<file path="src/rtl/zoom_center_tracker.sv">
// zoom_center_tracker
// Accumulates the masked-pixel centroid of each frame, divides it with a
// pair of sequential restoring dividers, clamps it so the zoom window stays
// inside the sensor, and publishes the result as an untorn x/y pair.
// Optional feature macro: SMOOTHING_EN (IIR smoothing of the published center).
module zoom_center_tracker #(
`ifdef SMOOTHING_EN
    parameter int SMOOTH_SHIFT = 2,
`endif
    parameter int H_ACTIVE    = 1280,
    parameter int V_ACTIVE    = 720,
    parameter int ZOOM_HALF_W = 320,
    parameter int ZOOM_HALF_H = 180,
    parameter int MIN_PIXELS  = 64,
    parameter int SUM_W       = 32,
    parameter int CNT_W       = 20
) (
    input  logic        clk_in,
    input  logic        rst_in,
    input  logic [10:0] hcount_in,
    input  logic [9:0]  vcount_in,
    input  logic        pixel_valid_in,
    input  logic        mask_in,
    input  logic        frame_end_in,
    output logic [11:0] center_x_out,
    output logic [10:0] center_y_out,
    output logic        center_valid_out,
    output logic        busy_out,
    output logic        drop_out
);

    typedef enum logic [1:0] {
        ST_IDLE   = 2'd0,
        ST_DIVIDE = 2'd1,
        ST_CLAMP  = 2'd2,
        ST_UPDATE = 2'd3
    } state_t;

    localparam logic [11:0] CX_RESET = 12'(H_ACTIVE / 2);
    localparam logic [10:0] CY_RESET = 11'(V_ACTIVE / 2);

    state_t              r_state;
    state_t              w_state_nxt;

    logic [SUM_W-1:0]    r_sum_x;
    logic [SUM_W-1:0]    r_sum_y;
    logic [CNT_W-1:0]    r_cnt;
    logic                w_hit;
    logic [SUM_W-1:0]    w_sum_x_add;
    logic [SUM_W-1:0]    w_sum_y_add;
    logic [CNT_W-1:0]    w_cnt_add;
    logic                w_start;

    logic [SUM_W-1:0]    r_dvd_x;
    logic [SUM_W-1:0]    r_dvd_y;
    logic [SUM_W-1:0]    r_rem_x;
    logic [SUM_W-1:0]    r_rem_y;
    logic [SUM_W-1:0]    r_den;
    logic [5:0]          r_bit_cnt;
    logic [SUM_W:0]      w_rem_x_sh;
    logic [SUM_W:0]      w_rem_y_sh;
    logic [SUM_W:0]      w_rem_x_sub;
    logic [SUM_W:0]      w_rem_y_sub;
    logic                w_ge_x;
    logic                w_ge_y;

    logic [11:0]         w_cx_clamp;
    logic [10:0]         w_cy_clamp;
    logic [11:0]         w_cx_new;
    logic [10:0]         w_cy_new;

    logic [11:0]         r_cx;
    logic [10:0]         r_cy;
    logic                r_valid;
    logic                r_busy;
    logic                r_drop;

    // Accumulator increments, including a masked pixel coincident with frame_end.
    always_comb begin
        w_hit       = pixel_valid_in & mask_in;
        w_sum_x_add = r_sum_x;
        w_sum_y_add = r_sum_y;
        w_cnt_add   = r_cnt;
        if (w_hit) begin
            w_sum_x_add = r_sum_x + SUM_W'(hcount_in);
            w_sum_y_add = r_sum_y + SUM_W'(vcount_in);
            if (r_cnt != {CNT_W{1'b1}}) begin
                w_cnt_add = r_cnt + CNT_W'(1);
            end else begin
                w_cnt_add = r_cnt;
            end
        end else begin
            w_cnt_add = r_cnt;
        end
        w_start = frame_end_in && (r_state == ST_IDLE) &&
                  (w_cnt_add >= CNT_W'(MIN_PIXELS));
    end

    // Per-frame accumulators; cleared on every frame_end, busy or not.
    always_ff @(posedge clk_in or negedge rst_in) begin
        if (!rst_in) begin
            r_sum_x <= '0;
            r_sum_y <= '0;
            r_cnt   <= '0;
        end else if (frame_end_in) begin
            r_sum_x <= '0;
            r_sum_y <= '0;
            r_cnt   <= '0;
        end else begin
            r_sum_x <= w_sum_x_add;
            r_sum_y <= w_sum_y_add;
            r_cnt   <= w_cnt_add;
        end
    end

    // State register.
    always_ff @(posedge clk_in or negedge rst_in) begin
        if (!rst_in) begin
            r_state <= ST_IDLE;
        end else begin
            r_state <= w_state_nxt;
        end
    end

    // Next-state logic: IDLE -> DIVIDE -> CLAMP -> UPDATE -> IDLE.
    always_comb begin
        w_state_nxt = r_state;
        case (r_state)
            ST_IDLE: begin
                if (w_start) begin
                    w_state_nxt = ST_DIVIDE;
                end else begin
                    w_state_nxt = ST_IDLE;
                end
            end
            ST_DIVIDE: begin
                if (r_bit_cnt == 6'(SUM_W - 1)) begin
                    w_state_nxt = ST_CLAMP;
                end else begin
                    w_state_nxt = ST_DIVIDE;
                end
            end
            ST_CLAMP:  w_state_nxt = ST_UPDATE;
            ST_UPDATE: w_state_nxt = ST_IDLE;
            default:   w_state_nxt = ST_IDLE;
        endcase
    end

    // One restoring-division step for x and y sharing the same divisor.
    always_comb begin
        w_rem_x_sh  = {r_rem_x, r_dvd_x[SUM_W-1]};
        w_rem_y_sh  = {r_rem_y, r_dvd_y[SUM_W-1]};
        w_rem_x_sub = w_rem_x_sh - {1'b0, r_den};
        w_rem_y_sub = w_rem_y_sh - {1'b0, r_den};
        w_ge_x      = (w_rem_x_sh >= {1'b0, r_den});
        w_ge_y      = (w_rem_y_sh >= {1'b0, r_den});
    end

    // Divider registers: load the snapshot on start, shift one bit per cycle.
    // The dividend register fills with quotient bits as the dividend drains.
    always_ff @(posedge clk_in or negedge rst_in) begin
        if (!rst_in) begin
            r_dvd_x   <= '0;
            r_dvd_y   <= '0;
            r_rem_x   <= '0;
            r_rem_y   <= '0;
            r_den     <= '0;
            r_bit_cnt <= 6'd0;
        end else if (w_start) begin
            r_dvd_x   <= w_sum_x_add;
            r_dvd_y   <= w_sum_y_add;
            r_rem_x   <= '0;
            r_rem_y   <= '0;
            r_den     <= SUM_W'(w_cnt_add);
            r_bit_cnt <= 6'd0;
        end else if (r_state == ST_DIVIDE) begin
            r_dvd_x   <= {r_dvd_x[SUM_W-2:0], w_ge_x};
            r_dvd_y   <= {r_dvd_y[SUM_W-2:0], w_ge_y};
            r_rem_x   <= w_ge_x ? w_rem_x_sub[SUM_W-1:0] : w_rem_x_sh[SUM_W-1:0];
            r_rem_y   <= w_ge_y ? w_rem_y_sub[SUM_W-1:0] : w_rem_y_sh[SUM_W-1:0];
            r_bit_cnt <= r_bit_cnt + 6'd1;
        end
    end

    // Clamp the quotients so the zoom window lies inside the sensor.
    always_comb begin
        w_cx_clamp = r_dvd_x[11:0];
        w_cy_clamp = r_dvd_y[10:0];
        if (r_dvd_x < SUM_W'(ZOOM_HALF_W)) begin
            w_cx_clamp = 12'(ZOOM_HALF_W);
        end else if (r_dvd_x > SUM_W'(H_ACTIVE - ZOOM_HALF_W)) begin
            w_cx_clamp = 12'(H_ACTIVE - ZOOM_HALF_W);
        end else begin
            w_cx_clamp = r_dvd_x[11:0];
        end
        if (r_dvd_y < SUM_W'(ZOOM_HALF_H)) begin
            w_cy_clamp = 11'(ZOOM_HALF_H);
        end else if (r_dvd_y > SUM_W'(V_ACTIVE - ZOOM_HALF_H)) begin
            w_cy_clamp = 11'(V_ACTIVE - ZOOM_HALF_H);
        end else begin
            w_cy_clamp = r_dvd_y[10:0];
        end
    end

`ifdef SMOOTHING_EN
    logic signed [12:0] w_dx;
    logic signed [12:0] w_sx;
    logic signed [11:0] w_dy;
    logic signed [11:0] w_sy;

    // IIR step toward the clamped target; never stalls short of it.
    always_comb begin
        w_dx = $signed({1'b0, w_cx_clamp}) - $signed({1'b0, r_cx});
        w_dy = $signed({1'b0, w_cy_clamp}) - $signed({1'b0, r_cy});
        w_sx = w_dx >>> SMOOTH_SHIFT;
        w_sy = w_dy >>> SMOOTH_SHIFT;
        if ((w_sx == 13'sd0) && (w_dx != 13'sd0)) begin
            w_sx = w_dx[12] ? -13'sd1 : 13'sd1;
        end else begin
            w_sx = w_sx;
        end
        if ((w_sy == 12'sd0) && (w_dy != 12'sd0)) begin
            w_sy = w_dy[11] ? -12'sd1 : 12'sd1;
        end else begin
            w_sy = w_sy;
        end
        w_cx_new = r_cx + w_sx[11:0];
        w_cy_new = r_cy + w_sy[10:0];
    end
`else
    // Without smoothing the clamped centroid is published directly.
    always_comb begin
        w_cx_new = w_cx_clamp;
        w_cy_new = w_cy_clamp;
    end
`endif

    // Registered outputs; x and y are written together so they never tear.
    always_ff @(posedge clk_in or negedge rst_in) begin
        if (!rst_in) begin
            r_cx    <= CX_RESET;
            r_cy    <= CY_RESET;
            r_valid <= 1'b0;
            r_busy  <= 1'b0;
            r_drop  <= 1'b0;
        end else begin
            r_valid <= (r_state == ST_CLAMP);
            r_busy  <= (w_state_nxt != ST_IDLE);
            r_drop  <= frame_end_in && (r_state != ST_IDLE);
            if (r_state == ST_CLAMP) begin
                r_cx <= w_cx_new;
                r_cy <= w_cy_new;
            end
        end
    end

    assign center_x_out     = r_cx;
    assign center_y_out     = r_cy;
    assign center_valid_out = r_valid;
    assign busy_out         = r_busy;
    assign drop_out         = r_drop;

endmodule
</file>
<file path="config.mk">
export PLATFORM = sky130hd
export DESIGN_NAME = zoom_center_tracker
export DESIGN_NICKNAME = d
export VERILOG_FILES = /design/src/rtl/zoom_center_tracker.sv
export SDC_FILE = /design/constraint.sdc
export NUM_CORES = 1
export LEC_CHECK = 0
export CAP_MARGIN = 20
export CORE_MARGIN = 3
export CORE_UTILIZATION = 60
export DETAILED_ROUTE_END_ITERATION = 7
export GPL_ROUTABILITY_DRIVEN = 0
export PLACE_DENSITY_LB_ADDON = 0.15
export SYNTH_ARGS = -nofsm -noshare
export SYNTH_HDL_FRONTEND = slang
export SYNTH_SLANG_ARGS = --single-unit
export TNS_END_PERCENT = 20
</file>
<file path="constraint.sdc">
create_clock -name clk_in -period 5.6 [get_ports clk_in]
set_input_delay 1.12 -clock clk_in [delete_from_list [all_inputs] [get_ports clk_in]]
set_output_delay 1.12 -clock clk_in [all_outputs]
set_load 0.01 [all_outputs]
</file>
==> impl_metrics.py, run 1 <==
metrics = {
    "outcome": {
        "status": "completed",
    },
    "cts": {
        "postCtsHoldBufs": 0,
        "cts-root-buf": "sky130_fd_sc_hd__clkbuf_16",
        "setup_bufs_post_cts": 0,
        "clock_insertion_delay_at_the_later_pin_of_the_skew_report_ns": 0.55,
        "cts_buffers": 29,
        "clk_pin_slew_ns": 0.07,
        "cts_tree": "built",
        "clkSinkCount": 266,
        "post_cts_repair_resize_count": 0,
        "cts.path.max_buffers": 3,
        "ctsHtreeMaxLevel": 1,
    },
    "synth": {
        "syn-num-nets": 1804,
        "synthesis.area_per_instance_um2": 8.966,
        "seq_area_frac_synth_pct": 43.44,
        "synth_area_um2": 15340,
        "synth_ff_type": "sky130_fd_sc_hd__dfrtp_1",
        "synth_async_sr_flop_share_pct": 100.0,
        "yosys_warnings": 0,
        "yosys_register_bits": 266,
        "post_synth_inst_count": 1711,
        "count_of_cell_types_in_the_netlist": 74,
        "synth_enable_flop_cells": 0,
    },
    "floorplanning": {
        "die_area_um2": 27520,
        "fp.dieH_um": 165.9,
        "ioPinCount": 52,
        "initial_core_utilization_pct": 61.99,
        "row_count": 57,
        "core_um2": 24750,
        "chipWidth_um": 165.9,
    },
    "global_route": {
        "grt_pass1_wl_um": 62920,
        "global_route.usage.total_pct": 26.84,
        "grt_overflow_total": 0,
        "antenna_found_initial": 0,
        "first_global_vias": 12665,
        "grt_start_max_net_pins": 106,
    },
    "power": {
        "worst_ir_drop_vdd_mv": 0.3294,
        "total_leakage_power_nw": 7.502,
        "power_per_unit_of_standard_cell_area_nw_per_um2": 481.3,
    },
    "timing": {
        "setup_total_negative_slack_ns": 0,
        "finalWorstPathRequiredPeriod_ns": 4.525,
        "worstMarginPinSlew_ns": 1.111,
        "final_setup_fails": 0,
        "layout_worst_path_cycle_share_pct": 80.80,
        "grt_setup_unrepaired": "false",
        "final-hold-violation-count": 0,
        "clock.fmax_ghz": 0.2210,
        "timing.max_slew.rel_slack_pct": 24.97,
        "timing_max_transition_violations_final": 0,
        "skew_ns": 0.01524,
    },
    "cells_and_area": {
        "fin_nets": 1814,
        "area.growth.synth_to_final_pct": 11.26,
        "final_layout_size_suffix_gt1_share_pct": 5.619,
        "layout.filler_cells": 1908,
        "layout_commonest_cell": "sky130_fd_sc_hd__dfrtp_1",
        "most_used_cells_in_the_layout_excluding_fill_and_tap_cells": "sky130_fd_sc_hd__dfrtp_1 (260), sky130_fd_sc_hd__nand2_1 (198), sky130_fd_sc_hd__nor2_1 (187)",
        "design_area_um2": 17070,
        "inserted_diodes": 0,
    },
    "setup_path": {
        "worstSetupStartpointType": "input pin",
        "cp_data_arrival_time_ns": 5.01,
        "critical_path.cell_chain": "clkdlybuf4s50_1 -> nand2_1 -> nor4_4 -> and3_1 -> a31o_1 -> nand2b_1 -> or4_1 -> o21a_2 -> o21ai_4 -> a221o_1",
        "crit_path_max_fanout": 18,
        "worst-path-buf-inv": 1,
        "critical_path.max_stage_delay_ns": 0.79,
        "critical_path_required_ns": 6.08,
        "crit_slowest_cell": "sky130_fd_sc_hd__or4_1",
        "endpoint_kind": "register",
        "criticalPathCategory": "input pin to register",
        "crit_family": "simple AND/OR/NAND/NOR gates",
    },
    "placed_design": {
        "io_buffer_count": 51,
        "detailedPlacementHpwl_um": 25260,
        "dpl_cell_area_um2": 16100,
    },
    "drt": {
        "antenna_left": 0,
        "num_vias": 12831,
        "vias_per_cell": 6.205,
        "dr.pass1.iters": 5,
        "routed_wirelength_um": 37250,
        "wl_per_cell_um": 18.01,
        "drc": 0,
        "drt_iter0_markers": 1040,
    },
    "worst_hold_path": {
        "hold_path_class": "register to register",
    },
    "job": {
        "max-cap-violations": 0,
    },
}
==> cells in the mapped netlist (19+ instances only) <==
| library cell | count | area [um2] |
|---|---|---|
| sky130_fd_sc_hd__a21boi_0 | 39 | 292.8 |
| sky130_fd_sc_hd__a21oi_1 | 99 | 495.5 |
| sky130_fd_sc_hd__a22o_1 | 20 | 175.2 |
| sky130_fd_sc_hd__clkbuf_1 | 59 | 221.5 |
| sky130_fd_sc_hd__dfrtp_1 | 260 | 6506 |
| sky130_fd_sc_hd__ha_1 | 63 | 788.3 |
| sky130_fd_sc_hd__inv_1 | 42 | 157.7 |
| sky130_fd_sc_hd__nand2_1 | 199 | 747.0 |
| sky130_fd_sc_hd__nand3_1 | 127 | 635.6 |
| sky130_fd_sc_hd__nand4_1 | 27 | 168.9 |
| sky130_fd_sc_hd__nor2_1 | 188 | 705.7 |
| sky130_fd_sc_hd__nor3_1 | 31 | 155.2 |
| sky130_fd_sc_hd__nor4_1 | 19 | 118.9 |
| sky130_fd_sc_hd__o21ai_0 | 85 | 425.4 |
| sky130_fd_sc_hd__xnor2_1 | 51 | 446.7 |
| sky130_fd_sc_hd__xor2_1 | 78 | 683.2 |
==> worst paths after layout <==
| kind | slack [ns] | endpoint | start | cells past startpoint |
|---|---|---|---|---|
| worst min register to register | 0.48 | r_den[16] | r_den[16] | 2 |
| worst min-delay path | 0.48 | r_den[16] | r_den[16] | 2 |
| min in group asynchronous | 0.58 | r_sum_y[18] | rst_in | 1 |
| worst max-delay path | 1.08 | r_rem_x[27] | pixel_valid_in | 10 |
| max in group asynchronous | 3.66 | r_rem_y[14] | rst_in | 2 |
| worst max register to register | 1.52 | r_rem_x[27] | r_cnt[0] | 10 |
==> flip-flops by register name, indices dropped and copies added (netlist names), 11 cells and up <==
signal	count
r_dvd_y	32
r_rem_y	32
r_den	20
center_x_out	12
r_cnt	20
r_dvd_x	32
r_rem_x	32
r_sum_x	32
r_sum_y	32
center_y_out	11
==> final cells by class <==
type	count	area (um2)	share of cell area [%]
clock buffer	39	803.3	4.706
clock inverter	15	167.7	0.9823
inverter	43	161.4	0.9456
multi-input combinational	1314	8177	47.90
sequential	266	6664	39.04
tap	324	405.4	2.375
timing repair buffer	67	690.7	4.046
==> stage by stage <==
stage | worst slack, ns | hold WS (ns) | utilization (%) | total power [W] | instances
finish | 1.075 | 0.4820 | 68.97 | 0.008216 | 2068
global placement | 0.7107 | 0.4663 | 64.99 | 0.006107 | 2013
global route | 0.9121 | 0.5088 | 68.97 | 0.008846 | 2068
floorplan | 1.964 | 0.4497 | - | 0.005423 | 1711
detailed placement | 0.5703 | 0.4704 | 65.05 | 0.006251 | 2014
CTS | 1.124 | 0.4849 | 68.97 | 0.008229 | 2068
==> cells by family (layout without fill, tap and decap cells) <==
| logic type | count (synthesis) | after routing | synth area share, % |
|---|---|---|---|
| buffers and inverters | 131 | 164 | 3.499 |
| flip-flops | 266 | 266 | 43.44 |
| adder cells (fa/ha/maj) | 67 | 67 | 5.660 |
| XOR/XNOR | 129 | 129 | 7.365 |
| AND/OR/NAND/NOR | 684 | 684 | 20.77 |
| multiplexers | 16 | 16 | 1.052 |
| AO/OA/AOI/OAI | 418 | 418 | 18.22 |
==> worst register-to-register path: cells and delay by family, from the launching register on <==
kind	cells	cell delay, ns
AO/OA/AOI/OAI	4	1.51
adder cells (fa/ha/maj)	1	0.18
AND/OR/NAND/NOR	5	1.90
flip-flops	1	0.40
==> report_power, final <==
part | leakage, nW | internal, W | switching, W
Combinational | 3.62 | 0.00148 | 0.00192
Clock | 0.481 | 0.00115 | 0.000795
Sequential | 3.40 | 0.00241 | 0.000451
Total | 7.50 | 0.00504 | 0.00317
==> layer usage <==
layer / GRT usage, % / vias to the layer above / wire length (um)
li1: - / 6126 / -
met2: 44.41 / 306 / 17790
met1: 36.91 / 6316 / 16680
met3: 3.523 / 83 / 1645
met5: 0 / - / 0
met4: 8.933 / 0 / 1134
(Power assumes the default switching activity.)
==> run 2, diff against run 1 <==
- clock period: 5.6 -> 4.7 ns (I/O delays scaled with it)
==> run 2 against run 1 <==
Clock skew is essentially flat. Die area is the same. Final cell count up 0.97%. Critical path type unchanged. Combinational power increased by 21%. Design area rose by 1.0%. Non-clock buffer count increased by 18. Power up 21%.
==> impl_metrics.py, run 2 (synthesis gave the netlist of run 1 again) <==
metrics = {
    "timing": {
        "finalWorstPathRequiredPeriod_ns": 3.983,
        "setup_total_negative_slack_ns": 0,
        "clock.fmax_ghz": 0.2511,
        "final-hold-violation-count": 0,
        "timing_max_transition_violations_final": 0,
        "grt_setup_unrepaired": "false",
        "final_setup_fails": 0,
        "worstMarginPinSlew_ns": 1.023,
        "skew_ns": 0.01534,
        "layout_worst_path_cycle_share_pct": 84.74,
        "timing.max_slew.rel_slack_pct": 31.78,
    },
    "outcome": {
        "status": "completed",
    },
    "cells_and_area": {
        "most_used_cells_in_the_layout_excluding_fill_and_tap_cells": "sky130_fd_sc_hd__dfrtp_1 (260), sky130_fd_sc_hd__nand2_1 (198), sky130_fd_sc_hd__nor2_1 (187)",
        "final_layout_size_suffix_gt1_share_pct": 6.859,
        "layout_commonest_cell": "sky130_fd_sc_hd__dfrtp_1",
        "area.growth.synth_to_final_pct": 12.40,
        "layoutNonFillerInstCount": 2088,
        "fin_nets": 1833,
        "inserted_diodes": 0,
        "layout.filler_cells": 1924,
    },
    "cts": {
        "setup_bufs_post_cts": 0,
        "cts_tree": "built",
        "ctsHtreeMaxLevel": 1,
        "clk_pin_slew_ns": 0.06,
        "clkSinkCount": 266,
        "cts-root-buf": "sky130_fd_sc_hd__clkbuf_16",
        "clock_insertion_delay_at_the_later_pin_of_the_skew_report_ns": 0.56,
        "postCtsHoldBufs": 0,
        "post_cts_repair_resize_count": 0,
        "cts.path.max_buffers": 3,
        "cts_buffers": 30,
    },
    "floorplanning": {
        "row_count": 57,
        "ioPinCount": 52,
        "die_area_um2": 27520,
        "initial_core_utilization_pct": 61.99,
        "chipWidth_um": 165.9,
        "core_um2": 24750,
        "fp.dieH_um": 165.9,
    },
    "worst_hold_path": {
        "hold_path_startpoint": "center_y_out[3]",
        "worst_hold_path_endpoint": "center_y_out[3]",
        "hold_path_class": "register to register",
        "whs_path_depth": 2,
    },
    "drt": {
        "routed_wirelength_um": 38160,
        "drt_iter0_markers": 1203,
        "vias_per_cell": 6.190,
        "antenna_left": 0,
        "wl_per_cell_um": 18.27,
        "num_vias": 12924,
        "drc": 0,
        "dr.pass1.iters": 6,
    },
    "placed_design": {
        "detailedPlacementHpwl_um": 25980,
        "placedCellCount": 2031,
        "io_buffer_count": 51,
    },
    "setup_path": {
        "rr_worst_depth": 10,
        "critical_path.cell_chain": "clkdlybuf4s50_1 -> nand2_1 -> nor4_4 -> nand4_1 -> mux2i_1 -> nand2_1 -> or4_1 -> o21a_2 -> o21ai_4 -> a221o_1",
        "endpoint_kind": "register",
        "critical_path.max_stage_delay_ns": 0.65,
        "worstSetupStartpointType": "input pin",
        "cp_data_arrival_time_ns": 4.47,
        "r2r_start": "r_cnt[0]",
        "criticalPathCategory": "input pin to register",
        "crit_path_max_fanout": 18,
        "critical_path_required_ns": 5.18,
        "worst_r2r_endpoint": "r_rem_x[27]",
        "crit_slowest_cell": "sky130_fd_sc_hd__or4_1",
        "path_common_cell": "sky130_fd_sc_hd__nand2_1",
        "internal_reg_to_reg_setup_slack_ns": 0.81,
    },
    "global_route": {
        "first_global_vias": 12796,
        "grt_start_max_net_pins": 130,
        "antenna_found_initial": 0,
        "grt_pass1_wl_um": 64000,
        "grt_overflow_total": 0,
        "global_route.usage.total_pct": 27.38,
    },
    "power": {
        "worst_ir_drop_vdd_mv": 0.4103,
        "power_per_unit_of_standard_cell_area_nw_per_um2": 575.1,
        "total_leakage_power_nw": 7.599,
    },
    "job": {
        "max-cap-violations": 0,
    },
}
run 2: final cells by class:
type | count | area [um2] | share of cell area, %
well taps | 324 | 405.4 | 2.351
inverters | 43 | 161.4 | 0.9360
flip-flops and latches | 266 | 6664 | 38.64
repair buffers | 85 | 813.3 | 4.716
multi-input cells | 1314 | 8177 | 47.42
clock inverters | 16 | 153.9 | 0.8925
clock buffers | 40 | 869.6 | 5.043
run 2: power by group:
part	internal [W]	switching, W
clock network	0.00141	0.000974
logic	0.00180	0.00231
registers	0.00287	0.000551
run 2: critical path, delay by kind of cell:
family | cells | cell delay (ns)
buf+inv | 1 | 0.47
mux | 1 | 0.27
simple gates | 5 | 1.56
compound gates | 3 | 1.20
run 2: worst max path at each step:
| stage | startpoint | cells after the start | endpoint |
|---|---|---|---|
| floorplan | pixel_valid_in | 11 | r_den[14] |
| global placement | pixel_valid_in | 10 | r_rem_y[18] |
| detailed placement | pixel_valid_in | 10 | r_rem_x[27] |
| CTS | mask_in | 10 | r_rem_x[27] |
| global route | mask_in | 11 | r_rem_x[27] |
| finish | mask_in | 10 | r_rem_x[27] |
run 2: per-layer routing:
layer / up-vias / share of wire (%) / GRT usage (%)
met5: - / 0 / 0
met2: 354 / 48 / 45.82
met1: 6316 / 44 / 37.94
met3: 78 / 4.7 / 2.690
li1: 6176 / - / -
met4: 0 / 2.9 / 8.825
run 2: through the flow:
step | util (%) | area, um2 | power [W] | setup WS, ns | hold WS, ns
2_1_floorplan | - | 15340 | 0.006463 | 1.244 | 0.4497
3_3_place_gp | 65.48 | 16210 | 0.007311 | 0.3531 | 0.4651
3_5_place_dp | 65.48 | 16210 | 0.007483 | 0.2457 | 0.4703
4_1_cts | 69.62 | 17230 | 0.009906 | 0.8172 | 0.4807
5_1_grt | 69.68 | 17240 | 0.01065 | 0.5817 | 0.5088
6_report | 69.68 | 17240 | 0.009917 | 0.7172 | 0.4785
